File: src/rtl/mantissa_square_unit.sv
// Iterative shift-add squarer for normalized 1.f mantissas.
// Returns the normalized square plus guard, sticky and exponent-increment flags.
module mantissa_square_unit #(
    parameter int F_DW = 7
) (
    input  logic            clk,
    input  logic            rst,
    input  logic            doSquare_i,
    input  logic [F_DW:0]   s_i,
    output logic            busy_o,
    output logic            valid_o,
    output logic [F_DW:0]   res_o,
    output logic            guard_o,
    output logic            sticky_o,
    output logic            exp_inc_o,
    output logic [1:0]      dbg_state_o
);

    localparam int W  = F_DW + 1;
    localparam int PW = 2 * W;
    localparam int CW = (W > 1) ? $clog2(W) : 1;

    // Handshake: doSquare_i is a level request sampled only in IDLE; valid_o
    // is a one-cycle pulse in DONE, and busy_o is high in BUSY and DONE.
    typedef enum logic [1:0] {
        S_IDLE = 2'd0,
        S_BUSY = 2'd1,
        S_DONE = 2'd2
    } state_t;

    state_t          r_state;
    state_t          w_state_next;
    logic [CW-1:0]   r_cnt;
    logic [PW-1:0]   r_mcand;
    logic [W-1:0]    r_mplier;
    logic [PW-1:0]   r_acc;
    logic [W-1:0]    r_res;
    logic            r_guard;
    logic            r_sticky;
    logic            r_exp_inc;

    logic            w_last;
    logic [PW-1:0]   w_acc_sum;
    logic            w_norm_hi;
    logic [W-1:0]    w_res;
    logic            w_guard;
    logic            w_sticky;

    assign w_last    = (r_state == S_BUSY) && (r_cnt == CW'(W - 1));
    assign w_acc_sum = r_acc + (r_mplier[0] ? r_mcand : {PW{1'b0}});

    // Product >= 2.0 lands in the top bit; otherwise take one bit lower.
    assign w_norm_hi = w_acc_sum[PW-1];
    assign w_res     = w_norm_hi ? w_acc_sum[PW-1:W] : w_acc_sum[PW-2:W-1];
    assign w_guard   = w_norm_hi ? w_acc_sum[W-1]    : w_acc_sum[W-2];
    assign w_sticky  = w_norm_hi ? (|w_acc_sum[W-2:0]) : (|w_acc_sum[W-3:0]);

    always_ff @(posedge clk or negedge rst) begin
        if (!rst) begin
            r_state <= S_IDLE;
        end else begin
            r_state <= w_state_next;
        end
    end

    always_comb begin
        w_state_next = r_state;
        case (r_state)
            S_IDLE: begin
                if (doSquare_i) begin
                    w_state_next = S_BUSY;
                end
            end
            S_BUSY: begin
                if (w_last) begin
                    w_state_next = S_DONE;
                end
            end
            S_DONE: begin
                w_state_next = S_IDLE;
            end
            default: begin
                w_state_next = S_IDLE;
            end
        endcase
    end

    always_ff @(posedge clk or negedge rst) begin
        if (!rst) begin
            r_cnt    <= '0;
            r_mcand  <= '0;
            r_mplier <= '0;
            r_acc    <= '0;
        end else begin
            case (r_state)
                S_IDLE: begin
                    if (doSquare_i) begin
                        r_mcand  <= {{W{1'b0}}, s_i};
                        r_mplier <= s_i;
                        r_acc    <= '0;
                        r_cnt    <= '0;
                    end
                end
                S_BUSY: begin
                    r_acc    <= w_acc_sum;
                    r_mcand  <= r_mcand << 1;
                    r_mplier <= r_mplier >> 1;
                    r_cnt    <= r_cnt + CW'(1);
                end
                default: begin
                end
            endcase
        end
    end

    // Result registers are loaded only on the final BUSY edge and hold afterwards.
    always_ff @(posedge clk or negedge rst) begin
        if (!rst) begin
            r_res     <= '0;
            r_guard   <= 1'b0;
            r_sticky  <= 1'b0;
            r_exp_inc <= 1'b0;
        end else if (w_last) begin
            r_res     <= w_res;
            r_guard   <= w_guard;
            r_sticky  <= w_sticky;
            r_exp_inc <= w_norm_hi;
        end
    end

    assign busy_o      = (r_state != S_IDLE);
    assign valid_o     = (r_state == S_DONE);
    assign res_o       = r_res;
    assign guard_o     = r_guard;
    assign sticky_o    = r_sticky;
    assign exp_inc_o   = r_exp_inc;
    assign dbg_state_o = r_state;

endmodule

File: config.mk
export PLATFORM = sky130hd
export DESIGN_NAME = mantissa_square_unit
export DESIGN_NICKNAME = d
export VERILOG_FILES = /design/src/rtl/mantissa_square_unit.sv
export SDC_FILE = /design/constraint.sdc
export NUM_CORES = 1
export LEC_CHECK = 0
export ABC_AREA = 0
export BUFFER_PORTS_ARGS = -buffer_cell sky130_fd_sc_hd__buf_2
export CAP_MARGIN = 30
export CORE_MARGIN = 1
export CORE_UTILIZATION = 60
export CTS_CLUSTER_DIAMETER = 150
export DETAILED_ROUTE_END_ITERATION = 12
export MAX_ROUTING_LAYER = met4
export PLACE_DENSITY = 0.87
export SETUP_SLACK_MARGIN = 0.2
export SLEW_MARGIN = 20
export SYNTH_ARGS = -nofsm -noshare
export SYNTH_HDL_FRONTEND = slang
export SYNTH_SLANG_ARGS = --single-unit
File: constraint.sdc
create_clock -name clk -period 3.66 [get_ports clk]
set_clock_uncertainty 0.05 [all_clocks]
set_input_delay 0.549 -clock clk [delete_from_list [all_inputs] [get_ports clk]]
set_output_delay 0.549 -clock clk [all_outputs]
set_load 0.05 [all_outputs]
==> results summary <==
The run finished with clean final reports. The number of hold violations in the final report came to 0. On the critical path the largest part of the delay comes from compound AO/OA/AOI/OAI gates.

The path class of the tightest hold or removal check is in -> async. The global routing usage summed across all routing layers is 0.2680. The flip-flop and latch count after synthesis is 56. The worst pin sits at a relative slew slack of 0.4777.

The final critical-path setup slack came out at 0.6901 ns. The number of enable-type register cells in the synthesized netlist came out at 0. The critical path's largest stage delay is 0.53 ns. The share of the synthesized area in the top cell type came out at 0.4233. The startpoint of the worst register-to-register path is r_mplier[0]$_DFFE_PN0P_. The maximum number of pins on one net before global-route repair came out at 39.

In the finished design, the share of the clock period the worst path needs comes to 0.8114. The transition time of the tightest slew-check pin is 0.7835 ns. The worst endpoint required time is 3.81 ns. The die footprint came out at 0.005819 mm². The register-to-register path setup slack came out at 0.69 ns. The number of buffers and inverters on the critical path is 0. Dividing the detail-routed via count by the number of cells gives 6.144. The aggregate global routing overflow came out at 0. The final total negative setup slack is 0 ns. Synthesis produced 350 cells. The post-synthesis average cell area came out at 9.459 µm². The global-route wire length before repair is 11.99 mm. The count of nets after finishing came out at 395. For this run, the register share of the synthesized area comes to 0.4233. The leakage power is 1.706 nW. The post-synthesis net count is 379. Of the cells placed in the final design, the portion with a size suffix greater than 1 is 0.1417. The die extent in y came out at 76.28 µm. The post-detailed-placement half-perimeter wirelength came out at 5.055 mm. The post-CTS repair timing setup buffer count came out at 0. The I/O pin count is 26. The worst path arrival time came out at 3.12 ns. Setup repair after global routing left no endpoint under its margin.

The primary flip-flop cell chosen by synthesis mapping is sky130_fd_sc_hd__dfrtp_1. The initial DRC count came out at 228. The horizontal die dimension came out at 76.28 µm. The clock network latency to the later pin of the worst-skew pair came out at 0.32 ns. The starting density of the core is 0.6361. The global placement routability congestion is 0.9316.

Based on the critical path, the design can be clocked at up to 336.7 MHz. The diode insertion count for antenna repair came out at 0. The post-cts repair resize count came out at 0. Dividing the detail-routed wire length by the instance count gives 15.81 µm. The number of nets still failing antenna checks after routing is 0. STA classifies the critical path endpoint as a flop.

The kind of critical path is reg -> reg. Wires add up to 6.909 mm. The summed instance area of the synthesized netlist is 0.003311 mm². The initial antenna violation count is 0. The count of pins over their slew limit is 0. The number of clock sinks seen by CTS came out at 56. The largest voltage drop on the vdd net came out at 0.4400 mV. The area growth from synthesis to layout is 7.748%. The cell type of the slowest stage on the worst timing path is sky130_fd_sc_hd__dfrtp_1. TritonCTS built the clock tree. The pre-antenna-repair detailed-routing pass consisted of 4 iterations. The shortest period the worst path allows is 2.970 ns. Setup violations remaining at the end of the flow were counted as 0. The top fanout value on the critical path came out at 17. Power comes to 2.547 mW. The CTS buffer count came out at 5. The number of levels in the clock H-tree is 2.

The buffer levels on the longest clock path is 2. The overall via count from detail_route is 2685. The Yosys warning count is 0.

After floorplanning, the core was divided into 26 placement rows. The via count of the first global-routing pass is 2554. The synthesized design spends more area on one cell type than any other, namely sky130_fd_sc_hd__dfrtp_1. Hold repair after CTS inserted 0 buffers.

The tool flagged a number of max-cap violations equal to 0. The worst setup slack after placement came out at 0.7197 ns. The worst register-to-register path ends at res_o[3]$_DFFE_PN0P_.

The floorplan step defined a core boundary enclosing 0.005205 mm². STA classifies the critical path startpoint as a flop. The master cell of the clock root buffer is sky130_fd_sc_hd__clkbuf_8. The share of synthesized registers carrying an async set or reset came out at 1.000. The critical path goes through and2_1 -> ha_1 -> fa_1 -> a21o_1 -> a221oi_4 -> o21ai_1 -> xor2_1 -> and4_1 -> a221o_1. In this run, distinct cell masters in the synthesized netlist total 58. The cell depth of the worst flop-to-flop path is 9. The final routed DRC violation total came out at 0. For this design the ratio of total power to cell area is 713.9 mW/mm². The critical path runs through a total of 9 cells. The count of port buffers added during placement is 25. The clock-pin slew on the worst setup and hold paths came out at 0.10 ns. By area the synthesized netlist is led by sky130_fd_sc_hd__dfrtp_1, sky130_fd_sc_hd__ha_1, sky130_fd_sc_hd__a22o_1.
[placed cells by master (no fill, tap or decap), types with 3 or more instances in the layout]
cell type	instances
sky130_fd_sc_hd__nand4_1	4
sky130_fd_sc_hd__o211a_1	3
sky130_fd_sc_hd__a22o_1	19
sky130_fd_sc_hd__a21oi_1	30
sky130_fd_sc_hd__buf_4	4
sky130_fd_sc_hd__a211o_1	3
sky130_fd_sc_hd__a22oi_1	6
sky130_fd_sc_hd__xnor2_1	7
sky130_fd_sc_hd__a21o_1	8
sky130_fd_sc_hd__nor2_1	18
sky130_fd_sc_hd__buf_2	25
sky130_fd_sc_hd__clkbuf_8	5
sky130_fd_sc_hd__nand3_1	10
sky130_fd_sc_hd__nand2_1	40
sky130_fd_sc_hd__ha_1	17
sky130_fd_sc_hd__dfrtp_1	56
sky130_fd_sc_hd__and2_1	17
sky130_fd_sc_hd__o21ai_0	31
sky130_fd_sc_hd__xor2_1	5
sky130_fd_sc_hd__o211ai_1	5
[final cells by class]
class                   instances  area (µm²)
inverters                       3       11.26
well taps                      70       87.58
repair buffers                 29       155.1
flip-flops and latches         56        1401
multi-input cells             271        1815
fillers                       409        1638
clock buffers                   5       68.82
clock inverters                 3       27.53
[cells in the mapped netlist (4+ instances only)]
| cell type | count |
|---|---|
| sky130_fd_sc_hd__nand4_1 | 4 |
| sky130_fd_sc_hd__a21oi_1 | 30 |
| sky130_fd_sc_hd__buf_1 | 4 |
| sky130_fd_sc_hd__clkbuf_1 | 12 |
| sky130_fd_sc_hd__dfrtp_1 | 56 |
| sky130_fd_sc_hd__ha_1 | 17 |
| sky130_fd_sc_hd__nand2_1 | 40 |
| sky130_fd_sc_hd__xnor2_1 | 7 |
| sky130_fd_sc_hd__and2_1 | 17 |
| sky130_fd_sc_hd__xor2_1 | 5 |
| sky130_fd_sc_hd__a22oi_1 | 6 |
| sky130_fd_sc_hd__o21ai_0 | 31 |
| sky130_fd_sc_hd__nor2_1 | 18 |
| sky130_fd_sc_hd__a22o_1 | 19 |
| sky130_fd_sc_hd__nand3_1 | 10 |
| sky130_fd_sc_hd__a21o_1 | 8 |
| sky130_fd_sc_hd__o211ai_1 | 5 |
[worst max-delay path by stage]
stage          slack, ns               startpoint                   end
2_1_floorplan       0.92  r_mplier[0]$_DFFE_PN0P_  res_o[3]$_DFFE_PN0P_
3_3_place_gp        0.83  r_mplier[0]$_DFFE_PN0P_  res_o[3]$_DFFE_PN0P_
3_5_place_dp        0.72  r_mplier[0]$_DFFE_PN0P_  res_o[3]$_DFFE_PN0P_
4_1_cts             0.70  r_mplier[0]$_DFFE_PN0P_  res_o[3]$_DFFE_PN0P_
5_1_grt             0.54  r_mplier[0]$_DFFE_PN0P_  res_o[3]$_DFFE_PN0P_
6_report            0.69  r_mplier[0]$_DFFE_PN0P_  res_o[3]$_DFFE_PN0P_
[registers in the layout, indices dropped and copies added, names as in the netlist, 2 cells and up]
| signal | count |
|---|---|
| dbg_state_o | 2 |
| r_acc | 16 |
| r_cnt | 3 |
| r_mcand | 16 |
| r_mplier | 8 |
| res_o | 8 |
[metrics by stage]
stage / hold slack, ns / area (µm²) / utilization / cells
after floorplan: 0.2034 / 3311 / - / 350
after global placement: 0.4084 / 3471 / 0.6668 / 429
after detailed placement: 0.4115 / 3471 / 0.6668 / 429
after CTS: 0.2640 / 3567 / 0.6853 / 437
after global routing: 0.3070 / 3567 / 0.6853 / 437
final: 0.2478 / 3567 / 0.6853 / 437
[per-layer routing]
metal	GRT usage	wire [µm]	part of all wire
met5	-	0	0
met4	0.09038	133	0.019
met3	0.04671	389	0.056
met2	0.4207	3269	0.47
met1	0.3528	3115	0.45
[power by group]
| group | switching (mW) | leakage, nW | total [mW] | internal (mW) |
|---|---|---|---|---|
| logic | 0.772 | 0.924 | 1.18 | 0.408 |
| clock network | 0.210 | 0.0463 | 0.350 | 0.141 |
| registers | 0.174 | 0.735 | 1.02 | 0.842 |
[cells by family (layout without fill, tap and decap cells)]
logic type      count (synthesis)  count (layout)  share of synthesized area
xor+xnor                       12              12                    0.03175
flops                          56              56                     0.4233
compound gates                128             128                     0.2683
simple gates                  111             111                     0.1701
buf+inv                        23              40                    0.03023
mux                             2               2                   0.006047
fa+ha+maj                      18              18                    0.07029
Power figures use the tool's default switching activity.
